--- config.mk ---
export PLATFORM = sky130hd
export DESIGN_NAME = life_grid_engine
export DESIGN_NICKNAME = d
export VERILOG_FILES = /design/src/rtl/life_pkg.sv /design/src/rtl/life_row_rule.sv /design/src/rtl/life_grid_engine.sv
export SDC_FILE = /design/constraint.sdc
export NUM_CORES = 1
export LEC_CHECK = 0
export CELL_PAD_IN_SITES_DETAIL_PLACEMENT = 1
export CELL_PAD_IN_SITES_GLOBAL_PLACEMENT = 1
export CORE_MARGIN = 2
export CORE_UTILIZATION = 35
export CTS_BUF_LIST = sky130_fd_sc_hd__clkbuf_8
export DETAILED_ROUTE_END_ITERATION = 12
export PLACE_DENSITY = 0.65
export REMOVE_ABC_BUFFERS = 1
export SLEW_MARGIN = 20
export SYNTH_ARGS = -nofsm -noshare
export SYNTH_HDL_FRONTEND = slang
export SYNTH_SLANG_ARGS = --single-unit
--- constraint.sdc ---
create_clock -name clk -period 8.2 [get_ports clk]
set_input_delay 1.23 -clock clk [delete_from_list [all_inputs] [get_ports clk]]
set_output_delay 1.23 -clock clk [all_outputs]
set_load 0.01 [all_outputs]
--- src/rtl/life_pkg.sv ---
// Shared types, constants and helpers for the Game-of-Life grid engine.
// Holds the FSM state encoding, neighbour-count width and the standard rule masks.
package life_pkg;

    typedef enum logic [1:0] {
        LOAD   = 2'd0,
        EVOLVE = 2'd1,
        EMIT   = 2'd2
    } life_state_e;

    localparam int NBR_CNT_W = 4;

    localparam logic [8:0] CONWAY_B   = 9'h008;
    localparam logic [8:0] CONWAY_S   = 9'h00C;
    localparam logic [8:0] HIGHLIFE_B = 9'h048;

    // Eight neighbours can never exceed 8, so four bits hold the sum without overflow.
    function automatic logic [NBR_CNT_W-1:0] popcount8(input logic [7:0] bits);
        logic [NBR_CNT_W-1:0] sum;
        sum = '0;
        for (int i = 0; i < 8; i++) begin
            sum = sum + NBR_CNT_W'(bits[i]);
        end
        return sum;
    endfunction

endpackage

--- src/rtl/life_row_rule.sv ---
// Combinational next-row evaluator: applies the birth/survival masks to every
// column of a row in parallel, given the rows above and below.
module life_row_rule
    import life_pkg::*;
#(
    parameter int WIDTH = 16
) (
    input  logic [WIDTH-1:0] up,
    input  logic [WIDTH-1:0] centre,
    input  logic [WIDTH-1:0] down,
    input  logic             wrap,
    input  logic [8:0]       birth_mask,
    input  logic [8:0]       survive_mask,
    output logic [WIDTH-1:0] next_row
);

    // Bit c of a *_left_s vector holds column c-1; bit c of *_right_s holds column c+1.
    logic [WIDTH-1:0] up_left_s, up_right_s;
    logic [WIDTH-1:0] mid_left_s, mid_right_s;
    logic [WIDTH-1:0] down_left_s, down_right_s;

    // Horizontal neighbour alignment with optional wrap of the edge columns.
    always_comb begin
        up_left_s    = {up[WIDTH-2:0], up[WIDTH-1] & wrap};
        up_right_s   = {up[0] & wrap, up[WIDTH-1:1]};
        mid_left_s   = {centre[WIDTH-2:0], centre[WIDTH-1] & wrap};
        mid_right_s  = {centre[0] & wrap, centre[WIDTH-1:1]};
        down_left_s  = {down[WIDTH-2:0], down[WIDTH-1] & wrap};
        down_right_s = {down[0] & wrap, down[WIDTH-1:1]};
    end

    for (genvar c = 0; c < WIDTH; c++) begin : g_col
        logic [NBR_CNT_W-1:0] cnt_s;
        assign cnt_s = popcount8({up_left_s[c], up[c], up_right_s[c],
                                  mid_left_s[c], mid_right_s[c],
                                  down_left_s[c], down[c], down_right_s[c]});
        assign next_row[c] = centre[c] ? survive_mask[cnt_s] : birth_mask[cnt_s];
    end

endmodule

--- src/rtl/life_grid_engine.sv ---
// Game-of-Life grid processor: loads a frame row by row, evolves it in place for a
// programmable number of generations, then streams it out with valid/ready.
module life_grid_engine
    import life_pkg::*;
#(
    parameter int WIDTH  = 16,
    parameter int HEIGHT = 16,
    parameter int GEN_W  = 8
) (
    input  logic             clk,
    input  logic             rst,
    input  logic [8:0]       birth_mask,
    input  logic [8:0]       survive_mask,
    input  logic             wrap_en,
    input  logic [GEN_W-1:0] generations,
    input  logic             s_valid,
    output logic             s_ready,
    input  logic [WIDTH-1:0] s_row,
    output logic             m_valid,
    input  logic             m_ready,
    output logic [WIDTH-1:0] m_row,
    output logic             m_last
);

    localparam int ROW_W = $clog2(HEIGHT);
    localparam logic [ROW_W-1:0] LAST_ROW = ROW_W'(HEIGHT - 1);

    life_state_e      state_r, state_next_s;
    logic [ROW_W-1:0] row_idx_r, row_nxt_s;
    logic [GEN_W-1:0] gen_cnt_r, gen_inc_s, gens_r;
    logic [8:0]       birth_r, survive_r;
    logic             wrap_r;
    logic [WIDTH-1:0] grid_r [HEIGHT];
    logic [WIDTH-1:0] prev_old_r, row0_old_r;
    logic [WIDTH-1:0] up_s, centre_s, down_s, new_row_s;

    logic             s_ready_r, m_valid_r, m_last_r;
    logic [WIDTH-1:0] m_row_r;
    logic             s_ready_next_s, m_valid_next_s, m_last_next_s;
    logic [WIDTH-1:0] m_row_next_s;

    logic s_fire_s, m_fire_s, last_row_s, gen_done_s;

    // Handshake and counter decode shared by all processes.
    always_comb begin
        s_fire_s   = s_valid && s_ready_r;
        m_fire_s   = m_valid_r && m_ready;
        last_row_s = (row_idx_r == LAST_ROW);
        row_nxt_s  = last_row_s ? '0 : row_idx_r + ROW_W'(1);
        gen_inc_s  = gen_cnt_r + GEN_W'(1);
        gen_done_s = (gen_inc_s == gens_r);
    end

    // Vertical neighbours; prev_old/row0_old hold pre-update rows already overwritten in place.
    always_comb begin
        centre_s = grid_r[row_idx_r];
        if (row_idx_r == '0) begin
            up_s = wrap_r ? grid_r[HEIGHT-1] : '0;
        end else begin
            up_s = prev_old_r;
        end
        if (last_row_s) begin
            down_s = wrap_r ? row0_old_r : '0;
        end else begin
            down_s = grid_r[row_nxt_s];
        end
    end

    life_row_rule #(
        .WIDTH(WIDTH)
    ) u_row_rule (
        .up          (up_s),
        .centre      (centre_s),
        .down        (down_s),
        .wrap        (wrap_r),
        .birth_mask  (birth_r),
        .survive_mask(survive_r),
        .next_row    (new_row_s)
    );

    // State register.
    always_ff @(posedge clk) begin
        if (rst) begin
            state_r <= LOAD;
        end else begin
            state_r <= state_next_s;
        end
    end

    // Next-state decode.
    always_comb begin
        state_next_s = state_r;
        case (state_r)
            LOAD: begin
                if (s_fire_s && last_row_s) begin
                    state_next_s = (gens_r != '0) ? EVOLVE : EMIT;
                end else begin
                    state_next_s = LOAD;
                end
            end
            EVOLVE: begin
                if (last_row_s && gen_done_s) begin
                    state_next_s = EMIT;
                end else begin
                    state_next_s = EVOLVE;
                end
            end
            EMIT: begin
                if (m_fire_s && last_row_s) begin
                    state_next_s = LOAD;
                end else begin
                    state_next_s = EMIT;
                end
            end
            default: state_next_s = LOAD;
        endcase
    end

    // Output decode: next values for the registered stream outputs.
    always_comb begin
        s_ready_next_s = (state_next_s == LOAD);
        m_valid_next_s = (state_next_s == EMIT);
        m_row_next_s   = m_row_r;
        m_last_next_s  = m_last_r;
        if (state_next_s != EMIT) begin
            m_row_next_s  = '0;
            m_last_next_s = 1'b0;
        end else if (state_r != EMIT) begin
            // Row 0 is final by now: written at load or in the first cycle of the last generation.
            m_row_next_s  = grid_r[0];
            m_last_next_s = 1'b0;
        end else if (m_fire_s) begin
            m_row_next_s  = grid_r[row_nxt_s];
            m_last_next_s = (row_nxt_s == LAST_ROW);
        end else begin
            m_row_next_s  = m_row_r;
            m_last_next_s = m_last_r;
        end
    end

    // Registered stream outputs.
    always_ff @(posedge clk) begin
        if (rst) begin
            s_ready_r <= 1'b1;
            m_valid_r <= 1'b0;
            m_row_r   <= '0;
            m_last_r  <= 1'b0;
        end else begin
            s_ready_r <= s_ready_next_s;
            m_valid_r <= m_valid_next_s;
            m_row_r   <= m_row_next_s;
            m_last_r  <= m_last_next_s;
        end
    end

    // Grid storage, frame configuration and row/generation counters.
    always_ff @(posedge clk) begin
        if (rst) begin
            row_idx_r  <= '0;
            gen_cnt_r  <= '0;
            gens_r     <= '0;
            birth_r    <= '0;
            survive_r  <= '0;
            wrap_r     <= 1'b0;
            prev_old_r <= '0;
            row0_old_r <= '0;
            for (int r = 0; r < HEIGHT; r++) begin
                grid_r[r] <= '0;
            end
        end else begin
            case (state_r)
                LOAD: begin
                    if (s_fire_s) begin
                        grid_r[row_idx_r] <= s_row;
                        row_idx_r         <= row_nxt_s;
                        if (row_idx_r == '0) begin
                            birth_r   <= birth_mask;
                            survive_r <= survive_mask;
                            wrap_r    <= wrap_en;
                            gens_r    <= generations;
                        end
                    end
                end
                EVOLVE: begin
                    grid_r[row_idx_r] <= new_row_s;
                    prev_old_r        <= centre_s;
                    if (row_idx_r == '0) begin
                        row0_old_r <= centre_s;
                    end
                    row_idx_r <= row_nxt_s;
                    if (last_row_s) begin
                        gen_cnt_r <= gen_inc_s;
                    end
                end
                EMIT: begin
                    if (m_fire_s) begin
                        row_idx_r <= row_nxt_s;
                        if (last_row_s) begin
                            gen_cnt_r <= '0;
                        end
                    end
                end
                default: begin
                    row_idx_r <= '0;
                    gen_cnt_r <= '0;
                end
            endcase
        end
    end

    assign s_ready = s_ready_r;
    assign m_valid = m_valid_r;
    assign m_row   = m_row_r;
    assign m_last  = m_last_r;

endmodule

==> results of run 1 <==
[sequential cells by signal, summed over array words and instances, names as in the netlist, named ones only]
name and flops:
birth_r 9, gen_cnt_r 8, gens_r 8, grid_r 256, m_last 1, m_row 16
m_valid 1, prev_old_r 16, row0_old_r 16, row_idx_r 4, s_ready 1, state_r 2
survive_r 9, wrap_r 1
[cell usage after synthesis, drive strengths merged, types with 8 or more instances]
library cell | number | share of area
ha | 54 | 0.028
xnor2 | 24 | 0.0088
clkbuf | 132 | 0.021
a221oi | 17 | 0.0062
dfxtp | 96 | 0.080
a22oi | 18 | 0.0056
a211oi | 8 | 0.0030
nor2 | 321 | 0.050
o21ai | 87 | 0.020
nand2 | 222 | 0.035
edfxtp | 256 | 0.32
a2111oi | 31 | 0.016
mux2 | 37 | 0.017
a41oi | 14 | 0.0051
fa | 64 | 0.053
mux4 | 147 | 0.14
or3b | 8 | 0.0029
buf | 51 | 0.014
inv | 122 | 0.019
o22ai | 12 | 0.0034
nand2b | 42 | 0.011
and4 | 14 | 0.0051
mux2i | 42 | 0.018
nand3 | 80 | 0.017
and3 | 27 | 0.0070
a21oi | 156 | 0.033
nor3 | 24 | 0.0050
a31oi | 26 | 0.0068
and2 | 14 | 0.0036
a21bo | 14 | 0.0058
o21a | 12 | 0.0038
[power breakdown]
group	switching (mW)	leakage [nW]	internal, mW
clock network	0.815	0.745	0.864
logic	1.02	5.32	0.867
registers	0.0886	3.43	1.97
[worst max path at each step]
stage / cells after the start / start / end / slack, ns
CTS: 23 / row_idx_r[1]$_SDFFE_PP0P_ / grid_r[5][14]$_SDFFCE_PN0P_ / 0.20
global placement: 22 / row_idx_r[1]$_SDFFE_PP0P_ / grid_r[12][15]$_SDFFCE_PN0P_ / 0.46
detailed placement: 23 / row_idx_r[1]$_SDFFE_PP0P_ / grid_r[5][14]$_SDFFCE_PN0P_ / 0.23
global route: 24 / row_idx_r[1]$_SDFFE_PP0P_ / grid_r[2][14]$_SDFFCE_PN0P_ / 0.12
finish: 23 / row_idx_r[1]$_SDFFE_PP0P_ / grid_r[5][14]$_SDFFCE_PN0P_ / 0.28
floorplan: 20 / row_idx_r[0]$_SDFFE_PP0P_ / grid_r[0][15]$_SDFFCE_PN0P_ / -1.44
[cell families (layout without fill, tap and decap cells)]
| kind of cell | Yosys count | count (layout) |
|---|---|---|
| AOI/OAI and AO/OA | 469 | 469 |
| xor gates and xnor gates | 29 | 29 |
| adders and majority gates | 118 | 118 |
| buffers and inverters | 307 | 364 |
| DFF | 352 | 352 |
| muxes | 226 | 226 |
| other | 0 | 2 |
| and+or+nand+nor | 780 | 780 |
[critical path, cell delays in order, from the launching register on]
cell and delay [ns]:
dfxtp_1 0.47, ha_2 0.45, a31o_2 0.55, buf_12 0.31, mux4_2 0.58, nand2_1 0.12
a21oi_1 0.08, a311oi_1 0.63, buf_4 0.23, nand2_1 0.08, ha_1 0.29, inv_1 0.05
fa_1 0.50, inv_1 0.05, fa_1 0.48, inv_1 0.05, fa_1 0.42, fa_1 0.64
mux4_2 0.34, mux2_2 0.29, a2111oi_2 0.38, a41oi_1 0.10, o21ai_2 0.40, nor2_1 0.10
[per-layer routing]
| layer | share of wire | GRT usage | routed length, um |
|---|---|---|---|
| met4 | 0.033 | 0.09748 | 2956 |
| met2 | 0.48 | 0.4267 | 43350 |
| met1 | 0.41 | 0.3256 | 37110 |
| met5 | 0 | 0 | 0 |
| met3 | 0.070 | 0.04039 | 6289 |
[final cells by class]
cell class / instances / area, um2 / share of cell area
antenna: 2 / 5.005 / 0.0001871
timing repair buffer: 120 / 1127 / 0.04214
sequential: 352 / 9615 / 0.3594
tap: 882 / 1104 / 0.04125
multi-input combinational: 1622 / 13190 / 0.4929
clock inverter: 46 / 231.5 / 0.008653
clock buffer: 74 / 1018 / 0.03807
inverter: 124 / 465.4 / 0.01740
[repair_timing]
item / 4_1_cts / 5_1_grt
setup buffers: 0 / 0
gates resized for setup: 0 / 1
endpoints found under the setup margin: 0 / 8
==> run metrics, run 1 <==
FMAX=126.3 MHz; Seq/Total Area, Yosys=0.4000; DR vias/cell=6.126; vias=~20,000; root buffer cell=clkbuf_8; # IOs=between 60 and 70; simple-gate area share of the yosys netlist=0.1446; post-synthesis instance total=2,281; initial antenna violation count=1; Fin. Hold Viols=0; Post-Synth XOR/XNOR Area=0.01115; clk buf depth=3; Overflow after GRT=0; CP Max Fanout=32; fin util=0.3921; clk sinks=~350; Worst Path Required=8.55 ns; filler cell count=around 7,500; type of origin of the critical path=flop; DRC Markers=0; post-route ant nets=0; status=complete, no violations; R2R Setup Slk=0.28 ns; count of final setup violators=0; combinational family with the most area after synthesis=multiplexers; dpl cells=3,099; Area Overhead vs Synth=11.37%; Yosys warning count=0; Worst-Skew Late Latency=~0.66 ns; adder-cell area share of the yosys netlist=0.08146; Row Count=96; Die Wd=266.0 um; Starting Density=0.3521; GP Congestion=0.8895; synthesized area=24,020 um2; CTS tree=built; Setup TNS=0 ns; Die Y-Extent=266.0 um; layout cells sized above 1=0.1732; most frequent cells in the layout=320 x nor2_1, 256 x edfxtp_1, 222 x nand2_1, 156 x a21oi_1; Fin Clk Skew=roughly 0.04 ns; Core Box Area=~68,000 um2; Setup CP Type=reg -> reg; all-layer global routing usage=0.2527; first-pass GRT wire length=134.2 mm; cell area after layout=26,750 um2; final net count=between 2,000 and 2,500; asr flop ratio synth=0; Hold Crit Start=prev_old_r[12]$_SDFFE_PP0N_; die area=approximately 70,000 um2; Main synth FF type=edfxtp_1; worst-margin pin slew=approximately 1.2 ns; reg2reg path depth=23; Worst setup EP type=flop; hpwl dp=around 63 mm; total power=5.628 mW; LEAKAGE=about 9.5 nW; largest net degree at the start of global routing=51; initial DRC count=1,847; RSZ-0062 raised after global routing=no; final worst path period need=approximately 7.9 ns; PwrDens=210.4 nW/um2; port bufs=65; vias in the first global route=20,850; CP arrival=8.27 ns; Yosys reg bits=352; most common cell after layout, fill and taps aside=nor2_1; Hold Slack=0.4552 ns; wirelength, routed=89.71 mm; post-synthesis mux area share=0.1727; pre-CTS setup slack=0.2297 ns; DR WL/cell=between 20 and 30 um; Min-Delay Endpoint=prev_old_r[12]$_SDFFE_PP0N_; Post-Layout Cell Count=3,222; Worst Hold Class=reg -> reg; reg2reg end=grid_r[5][14]$_SDFFCE_PN0P_; hold depth=2; DR pass1 iterations=7; DP Area=between 20,000 and 30,000 um2; EDFF count, synth=256; Netlist cell types=between 70 and 80; cts bufs inserted=66; CTS Hold Bufs=0; clock slew at reported path FFs=0.07 ns; H-tree Lvls=3; post-synthesis average cell area=between 10 and 15 um2; Max-Cap Viols=0; normalized max-slew margin=0.2188; Worst VDD drop=0.00008500 V; setup ws final=~0.28 ns; part of the cycle the worst path needs=0.9656; Pins Over Slew Limit=0; Compound-Gate Fraction of Synth Area=0.1357; worst r2r src=row_idx_r[1]$_SDFFE_PP0P_
Power figures use the tool's default switching activity.
==> run 2, diff against run 1 <==
--- a/config.mk
+++ b/config.mk
@@ -10,6 +10,7 @@
 export CORE_MARGIN = 2
 export CORE_UTILIZATION = 35
 export CTS_BUF_LIST = sky130_fd_sc_hd__clkbuf_8
+export CTS_CLUSTER_DIAMETER = 50
 export DETAILED_ROUTE_END_ITERATION = 12
 export PLACE_DENSITY = 0.65
 export REMOVE_ABC_BUFFERS = 1
==> run 2 against run 1 <==
  * Critical path depth rose by 1
  * Worst setup slack improved by 0.041 ns
  * Die area did not move
  * Clock power rose by 6%
  * Clock-buffer cell count fell by 2
  * Maximum frequency rose by 0.52%
  * Global-route usage barely moved
  * Cell area rose by 0.33%
  * Via count fell by 0.16%
  * Total power rose by 1.8%
  * Cell count barely moved
  * Largest power group unchanged
==> run metrics, run 2 (synthesized netlist as in run 1, its figures left out) <==
Die Y-Extent=266.0 um (unchanged); hpwl dp=63.45 mm (unchanged); normalized max-slew margin=0.2127 (-0.006097); Die Wd=266.0 um (unchanged); Fin. Hold Viols=0 (unchanged); total setup buffers inserted after CTS=0 (unchanged); final worst path period need=7.877 ns (-0.04092 ns); Fin Clk Skew=0.04983 ns (+0.01021 ns); Worst VDD drop=0.00009764 V (+15%); Max-Cap Viols=0 (unchanged); root buffer cell=clkbuf_8; all-layer global routing usage=0.2530 (+0.0002711); met3 WL=5.709 mm (-9.2%); WP depth=24 (+4.3%); CP arrival=8.24 ns (-0.03 ns); Worst Path Required=8.57 ns (+0.02 ns); R2R Setup Slk=0.32 ns (+0.04 ns); final net count=2,453 (+0.082%); dpl cells=3,099 (unchanged); post-route ant nets=0 (unchanged); GP Congestion=0.8895 (unchanged); worst r2r src=row_idx_r[1]$_SDFFE_PP0P_; reg2reg path depth=24 (+4.3%); layout cells sized above 1=0.1738 (+0.0005581); CP max stage cell=a311oi_1; clk buf depth=3 (unchanged); CP Max Fanout=36 (+13%); vias in the first global route=20,850 (-0.0048%); type of origin of the critical path=flop; Area Overhead vs Synth=11.73%; DR vias/cell=6.111 (-0.25%); met2 wire len=43.29 mm (-0.14%); count of final setup violators=0 (unchanged); CTS tree=built; Crit path largest cell delay=0.65 ns (about the same); Top Layer Used=met4; reg2reg end=grid_r[2][14]$_SDFFCE_PN0P_; clk sinks=352 (unchanged); Biggest register=grid_r; Row Count=96 (unchanged); die area=70,750 um2 (unchanged); LEAKAGE=9.552 nW (+0.65%); part of the cycle the worst path needs=0.9606 (-0.004991); wirelength, routed=89.78 mm (about the same); largest net degree at the start of global routing=51 (unchanged); Worst-Skew Late Latency=0.68 ns (+0.02 ns); CP cell instances=inv_1, ha_4, clkinv_1, buf_12, mux4_2, nand2_1, a21oi_1, a311oi_1, buf_4, nand2_1, ha_1, inv_1, fa_1, inv_1, fa_1, inv_1, fa_1, fa_1, mux4_2, mux2_2, a2111oi_2, a41oi_1, o21ai_2, nor2_1; Pins Over Slew Limit=0 (unchanged); Post-Layout Cell Count=3,225 (+0.093%); initial antenna violation count=1 (unchanged); Met1 Routed Length=37.64 mm (+1.4%); CTS Hold Bufs=0 (unchanged); clock slew at reported path FFs=0.06 ns (about the same); crit path launch=row_idx_r[1]$_SDFFE_PP0P_; initial DRC count=1,808 (-2.1%); H-tree Lvls=3 (unchanged); DR WL/cell=27.84 um (about the same); Critical Path End=grid_r[2][14]$_SDFFCE_PN0P_; Worst setup EP type=flop; Largest register FFs=256 (unchanged); cts bufs inserted=68 (+3.0%); most frequent cells in the layout=320 x nor2_1, 256 x edfxtp_1, 222 x nand2_1, 156 x a21oi_1, 153 x inv_1; Setup CP Type=reg -> reg; FMAX=126.9 MHz (+0.52%); worst-margin pin slew=1.181 ns (+0.009145 ns); RSZ-0062 raised after global routing=no; CP bufs+invs=7 (+2); # IOs=66 (unchanged); Core Box Area=68,230 um2 (unchanged); DRC Markers=0 (unchanged); most common cell after layout, fill and taps aside=nor2_1; first-pass GRT wire length=134.4 mm (+0.11%); PwrDens=213.4 nW/um2 (+1.4%); Starting Density=0.3521 (unchanged); Overflow after GRT=0 (unchanged); Worst Hold Class=reg -> reg; vias=19,710 (-0.16%); port bufs=65 (unchanged); total power=5.728 mW (+1.8%); status=complete, no violations; Top Family by Delay on Critical Path=adder cells; Setup TNS=0 ns (unchanged); DR pass1 iterations=7 (unchanged)
[run 2: cell count changes in the layout (fill, tap and decap cells not counted)]
cell | before | now
clkinv_2 | 9 | 8
clkinv_1 | 8 | 4
inv_1 | 147 | 153
clkbuf_8 | 74 | 72
inv_6 | 2 | 3
clkinv_8 | 0 | 1
diode_2 | 2 | 1
bufinv_16 | 1 | 4
[run 2: through the flow]
stage	hold WS, ns	worst slack (ns)	utilization	instance area [um2]
floorplan	0.4303	-1.437	-	23180
global route	0.4766	0.09824	0.3934	26840
CTS	0.4550	0.2126	0.3931	26820
detailed placement	0.4476	0.2297	0.3734	25480
finish	0.4574	0.3227	0.3934	26840
global placement	0.4417	0.4562	0.3733	25470
[run 2: power breakdown]
group,switching [mW],total [mW],internal (mW)
clock network,0.830,1.78,0.947
logic,1.02,1.89,0.867
registers,0.0886,2.06,1.97
[run 2: area by class of cell]
class / instances / area, um2
clock buffer: 72 / 991.0
clock inverter: 52 / 349.1
multi-input combinational: 1622 / 13190
tap: 882 / 1104
timing repair buffer: 120 / 1127
fill: 7469 / 41390
antenna: 1 / 2.502
inverter: 124 / 465.4
sequential: 352 / 9615
[run 2: worst min-delay path by stage]
| stage | from | to | depth (start not counted) | slack, ns |
|---|---|---|---|---|
| 6_report | prev_old_r[5]$_SDFFE_PP0N_ | prev_old_r[5]$_SDFFE_PP0N_ | 2 | 0.46 |
| 5_1_grt | row0_old_r[12]$_SDFFE_PP0P_ | row0_old_r[12]$_SDFFE_PP0P_ | 2 | 0.48 |
| 4_1_cts | prev_old_r[5]$_SDFFE_PP0N_ | prev_old_r[5]$_SDFFE_PP0N_ | 2 | 0.45 |
| 3_5_place_dp | prev_old_r[5]$_SDFFE_PP0N_ | prev_old_r[5]$_SDFFE_PP0N_ | 2 | 0.45 |
| 3_3_place_gp | prev_old_r[11]$_SDFFE_PP0N_ | prev_old_r[11]$_SDFFE_PP0N_ | 2 | 0.44 |
| 2_1_floorplan | row0_old_r[11]$_SDFFE_PP0P_ | row0_old_r[11]$_SDFFE_PP0P_ | 2 | 0.43 |
[run 2: tightest hold or removal path, cell delays in order (launching register included)]
cell and delay, ns:
dfxtp_1 0.31, nand2_1 0.05, a21oi_1 0.05
[run 2: repair_timing]
| action | CTS | global route |
|---|---|---|
| resized for setup | 0 | 1 |
| endpoints found under the setup margin | 0 | 15 |
| endpoints found under the hold margin | 0 | 0 |
[run 2: layer usage]
metal | vias to the layer above | GRT usage
li1 | 8439 | -
met1 | 10250 | 0.3255
met2 | 811 | 0.4253
met3 | 204 | 0.04362
met4 | 0 | 0.09748
met5 | - | 0
